$ cat src/rtl/player_controller.sv
// Per-frame player motion and single-shot sequencer: frame_clk is synchronised, then one IDLE->MOVE->SHOT->DONE pass runs per frame.
// Optional build macro PLAYER_AUTOFIRE_EN: holding space relaunches without requiring a key release between shots.
module player_controller #(
    parameter logic [9:0] X_START   = 10'd320,
    parameter logic [9:0] Y_POS     = 10'd440,
    parameter logic [9:0] X_MIN     = 10'd16,
    parameter logic [9:0] X_MAX     = 10'd623,
    parameter logic [9:0] STEP      = 10'd2,
    parameter logic [9:0] SHOT_STEP = 10'd4,
    parameter logic [9:0] SIZE      = 10'd8
) (
    input  logic       Clk,
    input  logic       Reset_n,
    input  logic       frame_clk,
    input  logic [7:0] keycode,
    input  logic       shot_hit,
    output logic [9:0] PlayerX,
    output logic [9:0] PlayerY,
    output logic [9:0] Player_size,
    output logic [9:0] ShotX,
    output logic [9:0] ShotY,
    output logic       shot_active,
    output logic       frame_done
);

    localparam logic [7:0] KEY_A     = 8'h04;
    localparam logic [7:0] KEY_D     = 8'h07;
    localparam logic [7:0] KEY_SPACE = 8'h2C;

    typedef enum logic [1:0] {IDLE, MOVE, SHOT, DONE} state_t;

    state_t     state, state_next;
    logic [2:0] fsync;
    logic       frame_tick;
    logic       can_fire;
    logic       launch;

    // Edge limits are tested before stepping so the 10-bit position never wraps.
    function automatic logic [9:0] step_left(input logic [9:0] x);
        return (x < X_MIN + STEP) ? X_MIN : x - STEP;
    endfunction

    function automatic logic [9:0] step_right(input logic [9:0] x);
        return (x > X_MAX - STEP) ? X_MAX : x + STEP;
    endfunction

    assign PlayerY     = Y_POS;
    assign Player_size = SIZE;

    // fsync[1:0] is the two-flop synchroniser, fsync[2] the edge-detect history.
    always_ff @(posedge Clk or negedge Reset_n) begin
        if (!Reset_n) begin
            fsync <= 3'b000;
        end else begin
            fsync <= {fsync[1:0], frame_clk};
        end
    end

    assign frame_tick = fsync[1] & ~fsync[2];

    always_ff @(posedge Clk or negedge Reset_n) begin
        if (!Reset_n) begin
            state <= IDLE;
        end else begin
            state <= state_next;
        end
    end

    always_comb begin
        state_next = state;
        case (state)
            IDLE:    if (frame_tick) state_next = MOVE;
            MOVE:    state_next = SHOT;
            SHOT:    state_next = DONE;
            DONE:    state_next = IDLE;
            default: state_next = IDLE;
        endcase
    end

`ifdef PLAYER_AUTOFIRE_EN
    assign can_fire = 1'b1;
`else
    logic fire_armed;

    // Re-arms only on a SHOT pass that sees space released.
    always_ff @(posedge Clk or negedge Reset_n) begin
        if (!Reset_n) begin
            fire_armed <= 1'b1;
        end else if (launch) begin
            fire_armed <= 1'b0;
        end else if (state == SHOT && keycode != KEY_SPACE) begin
            fire_armed <= 1'b1;
        end
    end

    assign can_fire = fire_armed;
`endif

    assign launch = (state == SHOT) && !shot_active && (keycode == KEY_SPACE) && can_fire;

    always_ff @(posedge Clk or negedge Reset_n) begin
        if (!Reset_n) begin
            PlayerX <= X_START;
        end else if (state == MOVE) begin
            if (keycode == KEY_A) begin
                PlayerX <= step_left(PlayerX);
            end else if (keycode == KEY_D) begin
                PlayerX <= step_right(PlayerX);
            end
        end
    end

    // A hit outranks the SHOT update, so a cleared shot cannot relaunch in that same cycle.
    always_ff @(posedge Clk or negedge Reset_n) begin
        if (!Reset_n) begin
            ShotX       <= 10'd0;
            ShotY       <= 10'd0;
            shot_active <= 1'b0;
        end else if (shot_hit && shot_active) begin
            shot_active <= 1'b0;
        end else if (state == SHOT) begin
            if (shot_active) begin
                if (ShotY <= SHOT_STEP) begin
                    shot_active <= 1'b0;
                end else begin
                    ShotY <= ShotY - SHOT_STEP;
                end
            end else if (launch) begin
                ShotX       <= PlayerX;
                ShotY       <= Y_POS - SIZE;
                shot_active <= 1'b1;
            end
        end
    end

    always_ff @(posedge Clk or negedge Reset_n) begin
        if (!Reset_n) begin
            frame_done <= 1'b0;
        end else begin
            frame_done <= (state == SHOT);
        end
    end

endmodule

$ cat config.mk
export PLATFORM = sky130hd
export DESIGN_NAME = player_controller
export DESIGN_NICKNAME = d
export VERILOG_FILES = /design/src/rtl/player_controller.sv
export SDC_FILE = /design/constraint.sdc
export NUM_CORES = 1
export LEC_CHECK = 0
export CORE_MARGIN = 1.5
export CORE_UTILIZATION = 48
export CTS_CLUSTER_SIZE = 16
export DETAILED_ROUTE_END_ITERATION = 10
export PLACE_DENSITY = 0.86
export SYNTH_ARGS = -nofsm -noshare
export SYNTH_HDL_FRONTEND = slang
export SYNTH_SLANG_ARGS = --single-unit
$ cat constraint.sdc
create_clock -name Clk -period 2.7 [get_ports Clk]
set_input_delay 0.54 -clock Clk [delete_from_list [all_inputs] [get_ports Clk]]
set_output_delay 0.54 -clock Clk [all_outputs]
set_load 0.1 [all_outputs]
# Word level (Yosys, flattened, before mapping)
# Cells that the tools add are included.
[totals] ff_bits=38 out_inout_bits=52 word_cells=57
[op_classes] add_sub_neg=3 n_lt_le_gt_ge=3 eq_ne=9 mux=16 bitwise=4 n_reduce_logical=14
[ops] cell="$mux W10" n=7
[ops] cell="$eq A8 B3 Y1 const B" n=2
[ops] cell="$add A10 B2 Y10 const B" n=1
[ops] cell="$gt A10 B10 Y1 const B" n=1
[ops] cell="$le A10 B3 Y1 const B" n=1
[ops] cell="$lt A10 B5 Y1 const B" n=1
[ops] cell="$sub A10 B2 Y10 const B" n=1
[ops] cell="$sub A10 B3 Y10 const B" n=1
[ops] cell="$eq A8 B6 Y1 const B" n=1
[ops] cell="$ne A8 B6 Y1 const B" n=1
[ops] cell="$pmux W2 S4" n=1
[ops] cell="$reduce_and A4 Y1" n=2
[ops] cell="$reduce_bool A2 Y1" n=4
[ops] cell="$mux W1" n=7
[ops] cell="$logic_and A1 B1 Y1" n=5
[ops] cell="$eq A2 B2 Y1 const B" n=2
[ops] cell="$ne A2 B2 Y1 const B" n=2
[ops] cell="$not A1 Y1" n=3
[ops] cell="$eq A2 B1 Y1 const B" n=1
[ops] cell="$logic_not A2 Y1" n=1
[ops] cell="$mux W2" n=1
[ops] cell="$reduce_and A2 Y1" n=1
[ops] cell="$and A1 B1 Y1" n=1
[ops] cell="$logic_not A1 Y1" n=1

# Logic depth before layout (Yosys ltp)
[depth] ltp_word=8 mapped_depth=8 ltp_nobuf=7

# Worst setup path before layout
# OpenSTA, ideal clock, no wires.
[synth_timing] path_type="register to register" startpoint="reg PlayerX[3]" endpoint="reg PlayerX[8]" setup_ns=0.060 arrival_time_ns=2.432 t_required_ns=2.640 setup_slack_ns=0.208 path_stages_with_launch=7 n_path_buf=1 path_cell_list="dfrtp_1 buf_2 nand3_1 or3_1 or3_1 a211oi_1 a211o_1"
[synth_between] elab_chain_cells=4 elab_cells_between_ends=8 classes_between="add/sub (2); order compare (2); mux (4)"
[synth_lines] item="start: declaration" line_no="17" rtl="output logic [9:0] PlayerX,"
[synth_lines] item="start signal: assignment" line_no="106" rtl="PlayerX <= step_left(PlayerX);"
[synth_lines] item="start signal: assignment" line_no="108" rtl="PlayerX <= step_right(PlayerX);"
[synth_lines] item="$add A10 B2 Y10 / $gt A10 B10 Y1 (equally long branches)" line_no="44" rtl="return (x > X_MAX - STEP) ? X_MAX : x + STEP;"
[synth_lines] item="$mux W10" line_no="44"
[synth_lines] item="$mux W10" line_no="107" rtl="end else if (keycode == KEY_D) begin"
[synth_lines] item="$mux W10 (*)" line_no="105" rtl="if (keycode == KEY_A) begin"
# Every way passes the cells marked *; elsewhere a longest branch is shown, timed or not. The select of a mux whose other input is x is not followed.
# A chain may end at the register's enable or synchronous reset.

# Worst setup path in the final report
[layout_timing] startpoint="in keycode[4]" endpoint="reg ShotX[2]"
[layout_between] elab_chain_cells=4
[layout_lines] item="start: declaration" line_no="15" rtl="input logic [7:0] keycode,"
[layout_lines] item="$eq A8 B6 Y1" line_no="99" rtl="assign launch = (state == SHOT) && !shot_active && (keycode == KEY_SPACE) && can_fire;"
[layout_lines] item="$logic_and A1 B1 Y1 (2 in a row)" line_no="99"
[layout_lines] item="$reduce_and A4 Y1 (no source line)"
[layout_lines] item="end signal: assignment" line_no="129" rtl="ShotX <= PlayerX;"
[layout_lines] item="end: declaration" line_no="20" rtl="output logic [9:0] ShotX,"
# No other way between the ends.

==> out/results.ini <==
[logic_synthesis]
yosysSeqAreaShare_pct = 40.5
synth_enable_flop_cells = 0
post_synth_main_area_contributors = sky130_fd_sc_hd__dfrtp_1 37%, sky130_fd_sc_hd__buf_4 7.4%, sky130_fd_sc_hd__nand2_1 5.9%
netlist-cell-type-count = 49
post-synth-top-area-cell = sky130_fd_sc_hd__dfrtp_1
synth-async-reset-ratio_pct = 100
synth.ff_latch_count = 36
postSynthCellCount = 253
syn-cell-area_um2 = 2240
yosysWarnings = 0
syn_area_per_cell_um2 = 8.84
synth-main-ff-cell = sky130_fd_sc_hd__dfrtp_1
synth_top_area_share_pct = 36.9

[worst_setup_path]
worstReg2RegEnd = PlayerX[7]$_DFFE_PN0P_
reg2reg_from = PlayerX[1]$_DFFE_PN0P_
cp_data_arrival_time_ns = 2.37
cp_data_required_time_ns = 2.86
critPathMaxFanout = 14
critical_path.startpoint_type = primary input
ff2ff_setup_slack_ns = 0.58
critPathCapture = ShotX[2]$_DFFE_PN0P_
crit_path_end_kind = flop
r2r_cells = 7
crit_start = keycode[4]
worst-setup-path-type = primary input to flop

[layout]
diodes = 0
n_fill_cell = 377
final_layout_size_suffix_gt1_share_pct = 17.7
final_nets = 312
postLayoutCellArea_um2 = 2620
flow.area_growth_from_synthesis_pct = 17.2
post_layout_nonfiller_instances = 346

[floorplanning]
die_h_um = 71.3
die_footprint_um2 = 5080
initial_utilization_pct = 50.7
die_w_um = 71.3
num_io_pins = 64
core-area_um2 = 4410
floorplan.rows = 24

[power_and_ir_drop]
clockPowerShare_pct = 19.9
power.density_cell_area_nw_per_um2 = 708
ir_worst_vdd_mv = 0.343
pwr-share-comb_pct = 43.2
cell_int_power_uw = 978
switchingPower_uw = 875
power_leakage_uw = 0.00127
sw_frac_of_total_pct = 47.2
total_power_uw = 1850
sequential_group_share_of_total_power_pct = 36.8

[placed_design]
place.detailed.hpwl_um = 3570
detailed_place.area_um2 = 2540
io_buffers = 41
numPlacedInstances = 338
globalplace.congestion = 0.824

[global_route]
first_global_vias = 1739
globalRouteTotalUtil_pct = 20.2
grt_first_pass_wirelength_um = 8000
antenna_found_initial = 0
grt_max_degree = 37
sum_of_overflow_across_all_layers_after_global_routing = 0

[timing]
worst_hold_slack_after_final_layout_ns = 0.366
fin_worst_skew_ns = 0.00534
worst_slew_pin_slew_ns = 0.493
grt_setup_unrepaired = false
setup_viol = 0
timing.final.crit_period_ns = 2.21
finalMaxSlewViolations = 0
max_clock_freq_ghz = 0.453
timing.max_slew.rel_slack_pct = 66.7
final_hold_vios = 0
setup_tns_ns = 0
final.period_utilization_pct = 81.7

[route]
ant_nets = 0
drc_errors = 0
routed-via-count = 1914
wl_per_cell_um = 14.0
detail_route.first_pass.iterations = 4
via_per_inst = 5.53
dr.first_iter.drc_count = 156
finalWirelength_um = 4860

[hold_path]
hp-class = flop to flop

[clock_tree]
post_cts_resized = 0
cts_buffers = 5
cts_hold_repair.buffers = 0
post_cts.repair.setup_buffers = 0
clock_latency_ns = 0.29
cts.sink_count = 36
cts_htree_levels = 2
cts_tree = yes
cts.clk_slew.worst_paths_ns = 0.07
clockRootBuffer = sky130_fd_sc_hd__clkbuf_8
clock_tree.buffer_depth = 2

[flow_run]
reported_max_cap_violation_count = 0

[run_status]
outcome = finished, final reports clean

## power by group through the flow
| stage | clock network, µW | registers, µW | logic, µW |
|---|---|---|---|
| 2_1_floorplan | 0 | 929 | 422 |
| 3_3_place_gp | 0 | 687 | 779 |
| 3_5_place_dp | 0 | 691 | 800 |
| 4_1_cts | 376 | 681 | 803 |
| 5_1_grt | 402 | 695 | 849 |
| 6_report | 370 | 683 | 801 |
## cells by family (layout without fill, tap and decap cells)
logic type                 Yosys count  in the layout  synth area share [%]
AOI/OAI and AO/OA                   57             57                  17.0
xor gates and xnor gates             8              8                  3.13
and+or+nand+nor                     97             97                  23.3
DFF                                 36             36                  40.5
adders and majority gates            8              8                  4.36
other                                2             22                 0.336
buffers and inverters               45             66                  11.4
## cells in the mapped netlist, types with 2 or more instances
cell	number
sky130_fd_sc_hd__a211o_1	2
sky130_fd_sc_hd__and3_1	5
sky130_fd_sc_hd__o31ai_1	4
sky130_fd_sc_hd__clkbuf_1	8
sky130_fd_sc_hd__nor4b_1	2
sky130_fd_sc_hd__dfrtp_1	33
sky130_fd_sc_hd__nor3_1	7
sky130_fd_sc_hd__nand3_1	7
sky130_fd_sc_hd__a21oi_1	9
sky130_fd_sc_hd__nor2b_1	2
sky130_fd_sc_hd__buf_4	22
sky130_fd_sc_hd__dfstp_2	3
sky130_fd_sc_hd__a21boi_0	2
sky130_fd_sc_hd__a31oi_1	2
sky130_fd_sc_hd__or4_1	2
sky130_fd_sc_hd__a21o_1	2
sky130_fd_sc_hd__or4_4	2
sky130_fd_sc_hd__or3_1	8
sky130_fd_sc_hd__nand2b_1	3
sky130_fd_sc_hd__xnor2_1	7
sky130_fd_sc_hd__a211oi_1	3
sky130_fd_sc_hd__conb_1	2
sky130_fd_sc_hd__and2_1	2
sky130_fd_sc_hd__nor2_1	13
sky130_fd_sc_hd__ha_1	7
sky130_fd_sc_hd__inv_1	12
sky130_fd_sc_hd__o21ai_1	3
sky130_fd_sc_hd__nand2_1	35
sky130_fd_sc_hd__o21ai_0	19
sky130_fd_sc_hd__buf_2	3
sky130_fd_sc_hd__nor4_1	2
sky130_fd_sc_hd__o22ai_1	3
## layout make-up
class                   instances  area [µm²]  area share [%]
clock inverters                 1        5.00           0.191
well taps                      52        65.1            2.48
multi-input cells             192        1150            43.9
inverters                      12        45.0            1.72
clock buffers                   7        76.3            2.91
repair buffers                 46         373            14.2
flip-flops and latches         36         905            34.5
## worst min-delay path by stage
stage	start	end	cells past startpoint
final	fsync[0]$_DFF_PN0_	fsync[1]$_DFF_PN0_	0
after global routing	fsync[0]$_DFF_PN0_	fsync[1]$_DFF_PN0_	0
after CTS	fsync[0]$_DFF_PN0_	fsync[1]$_DFF_PN0_	0
after detailed placement	fsync[0]$_DFF_PN0_	fsync[1]$_DFF_PN0_	0
after global placement	fsync[0]$_DFF_PN0_	fsync[1]$_DFF_PN0_	0
after floorplan	Reset_n	PlayerX[0]$_DFFE_PN0P_	0
## flip-flops by register name (all words and copies together), names as in the netlist
| signal | count |
|---|---|
| shot_active | 1 |
| frame_done | 1 |
| can_fire | 1 |
| state | 2 |
| ShotY | 8 |
| fsync | 3 |
| ShotX | 10 |
| PlayerX | 10 |
## worst max-delay path, stage by stage
cell                              delay, ns
sky130_fd_sc_hd__clkdlybuf4s50_1       0.45
sky130_fd_sc_hd__nor4b_4               0.45
sky130_fd_sc_hd__and3_1                0.28
sky130_fd_sc_hd__nand3_1               0.37
sky130_fd_sc_hd__nand2_1               0.19
sky130_fd_sc_hd__o21ai_0               0.09
## per-layer routing
metal	wire, µm	share of wire, %	vias up	global-route usage (%)
li1	-	-	919	-
met4	133	2.7	0	9.64
met5	0	0	-	0
met2	2330	48	72	30.9
met3	281	5.8	11	4.50
met1	2120	44	912	27.4
## per-stage QoR
step	worst slack [ns]	util, %
5_1_grt	0.290	59.4
6_report	0.494	59.4
3_3_place_gp	0.249	57.5
4_1_cts	0.497	59.4
2_1_floorplan	0.208	-
3_5_place_dp	0.190	57.5
## placed cells by master (no fill, tap or decap), drive strengths merged, types with 8 or more instances in the layout
cell type,count
inv,12
or3,8
nor2,14
conb,22
clkdlybuf4s50,11
dfrtp,33
o21ai,22
buf,35
a21oi,9
nand2,35
Note: power is estimated with default switching activity, not from simulation.
==> variant, RTL diff (same settings) <==
The option `PLAYER_AUTOFIRE_EN` is turned on by a define.
--- a/src/rtl/player_controller.sv
+++ b/src/rtl/player_controller.sv
@@ -1,5 +1,7 @@
 // Per-frame player motion and single-shot sequencer: frame_clk is synchronised, then one IDLE->MOVE->SHOT->DONE pass runs per frame.
 // Optional build macro PLAYER_AUTOFIRE_EN: holding space relaunches without requiring a key release between shots.
+`define PLAYER_AUTOFIRE_EN
+
 module player_controller #(
     parameter logic [9:0] X_START   = 10'd320,
     parameter logic [9:0] Y_POS     = 10'd440,
Formal check against the unedited RTL: not equivalent (Yosys sat finds a counterexample within 10 cycles, from zero or initial values and one cycle with Reset_n low).
==> variant against the unedited design <==
Die area fell by 0.70%; wire length fell by 6.6%; utilization fell by 1.1 points; setup slack improved by 31 ps; global-route usage fell by 1.8 points; count of clock-buffer cells in the layout fell by 1; area after synthesis fell by 0.73%; first-iteration DRC count fell by 1.9%; design area fell by 1.8%; highest routed layer unchanged; sequential cell count fell by 1; sequential share of layout area fell by 0.38 points.
Power is not compared: it rests on default switching activity, and its combinational part moved more than twofold at a synthesized area within 25%.
==> variant: results (changes against the unedited design) <==
| Metric | Value |
|---|---|
| DRT Wirelength | `4540 microns (was 4860 microns)` |
| Final period util | `80.6% (was 81.7%)` |
| Largest net degree at the start of global routing | `36 (was 37)` |
| Top post-synthesis cells by area | `dfrtp_1, buf_4, mux2_2, o21ai_0, ha_1 (was dfrtp_1, buf_4, nand2_1, o21ai_0, ha_1)` |
| Reg2reg setup slack | `690 ps (was 580 ps)` |
| Min Hold Slack | `353 ps (was 366 ps)` |
| Worst-case reg-to-reg path depth | `5 (was 7)` |
| Ys Warns | `0 (unchanged)` |
| Clock Tree Buf Depth | `2 (unchanged)` |
| CP max FO | `15 (was 14)` |
| Outcome | `completed (unchanged)` |
| DP HPWL | `3190 microns (was 3570 microns)` |
| Worst Path Arrival | `2340 ps (was 2370 ps)` |
| Final-stage net count | `286 (was 312)` |
| Worst R2R Start | `PlayerX[6] (was PlayerX[1])` |
| Worst slack at placement | `234 ps (was 190 ps)` |
| First-pass GRT wire length | `7270 microns (was 8000 microns)` |
| Detailed-route via count | `1778 (was 1914)` |
| R2r endpoint | `PlayerX[3] (was PlayerX[7])` |
| Cells on Worst Hold Path | `0 (unchanged)` |
| Final-layout fill cell count | `386 (was 377)` |
| Placed cell areas | `2490 sq um (was 2540 sq um)` |
| Synth Area in Adders | `3.95% (was 4.36%)` |
| Initial drt markers | `153 (was 156)` |
| Share of flip-flops with an asynchronous set or reset | `100% (unchanged)` |
| Wl on met1 | `1990 microns (was 2120 microns)` |
| Layout cell share with drive strength beyond 1 | `25.0% (was 17.7%)` |
| Total clock network power | `0.000376 W` |
| Vias in the first global route | `1601 (was 1739)` |
| Layout Skew | `3.82 ps (was 5.34 ps)` |
| Synth Area in Compound Gates | `16.2% (was 17.0%)` |
| Number of cells after detailed placement | `312 (was 338)` |
| Synth cell count leaders | `dfrtp_1, buf_4, nand2_1, o21ai_0, nor2_1 (was nand2_1, dfrtp_1, buf_4)` |
| Critical Path End | `PlayerX[7] (was ShotX[2])` |
| Total global-route track usage | `18.4% (was 20.2%)` |
| Yosys cell types | `57 (was 49)` |
| Routed wl met2 | `2160 microns (was 2330 microns)` |
| Global placer's final weighted congestion | `0.930 (was 0.824)` |
| Seq/Total Area, Yosys | `39.6% (was 40.5%)` |
| Mux share of post-synthesis cell area | `5.07% (was 0%)` |
## variant: cell types whose count changed in the layout (fill, tap and decap cells not counted), moves of 3 or more
cell and change:
nand2_1 -17, mux2_2 +10, or3_1 -6, o31ai_1 -4, and3_1 -3, nand4_1 +3, o21ai_1 -3, xnor2_1 -3
xor2_1 +3
## variant: routing by layer
| metal | up-vias | GRT usage, % |
|---|---|---|
| li1 | 850 | - |
| met1 | 836 | 24.3 |
| met2 | 82 | 28.2 |
| met3 | 10 | 4.56 |
| met4 | 0 | 9.43 |
| met5 | - | 0 |
## variant: layout make-up
type | instances | share of cell area (%)
clock buffer | 6 | 2.82
clock inverter | 2 | 0.486
inverter | 10 | 1.46
multi-input combinational | 170 | 44.4
sequential | 35 | 34.1
tap | 52 | 2.53
timing repair buffer | 45 | 14.2
## variant: stage by stage
stage               power (W)  utilization (%)
floorplan             0.00222                -
global placement      0.00247             56.3
detailed placement    0.00250             56.3
CTS                   0.00288             58.3
global route          0.00302             58.3
finish                0.00287             58.3
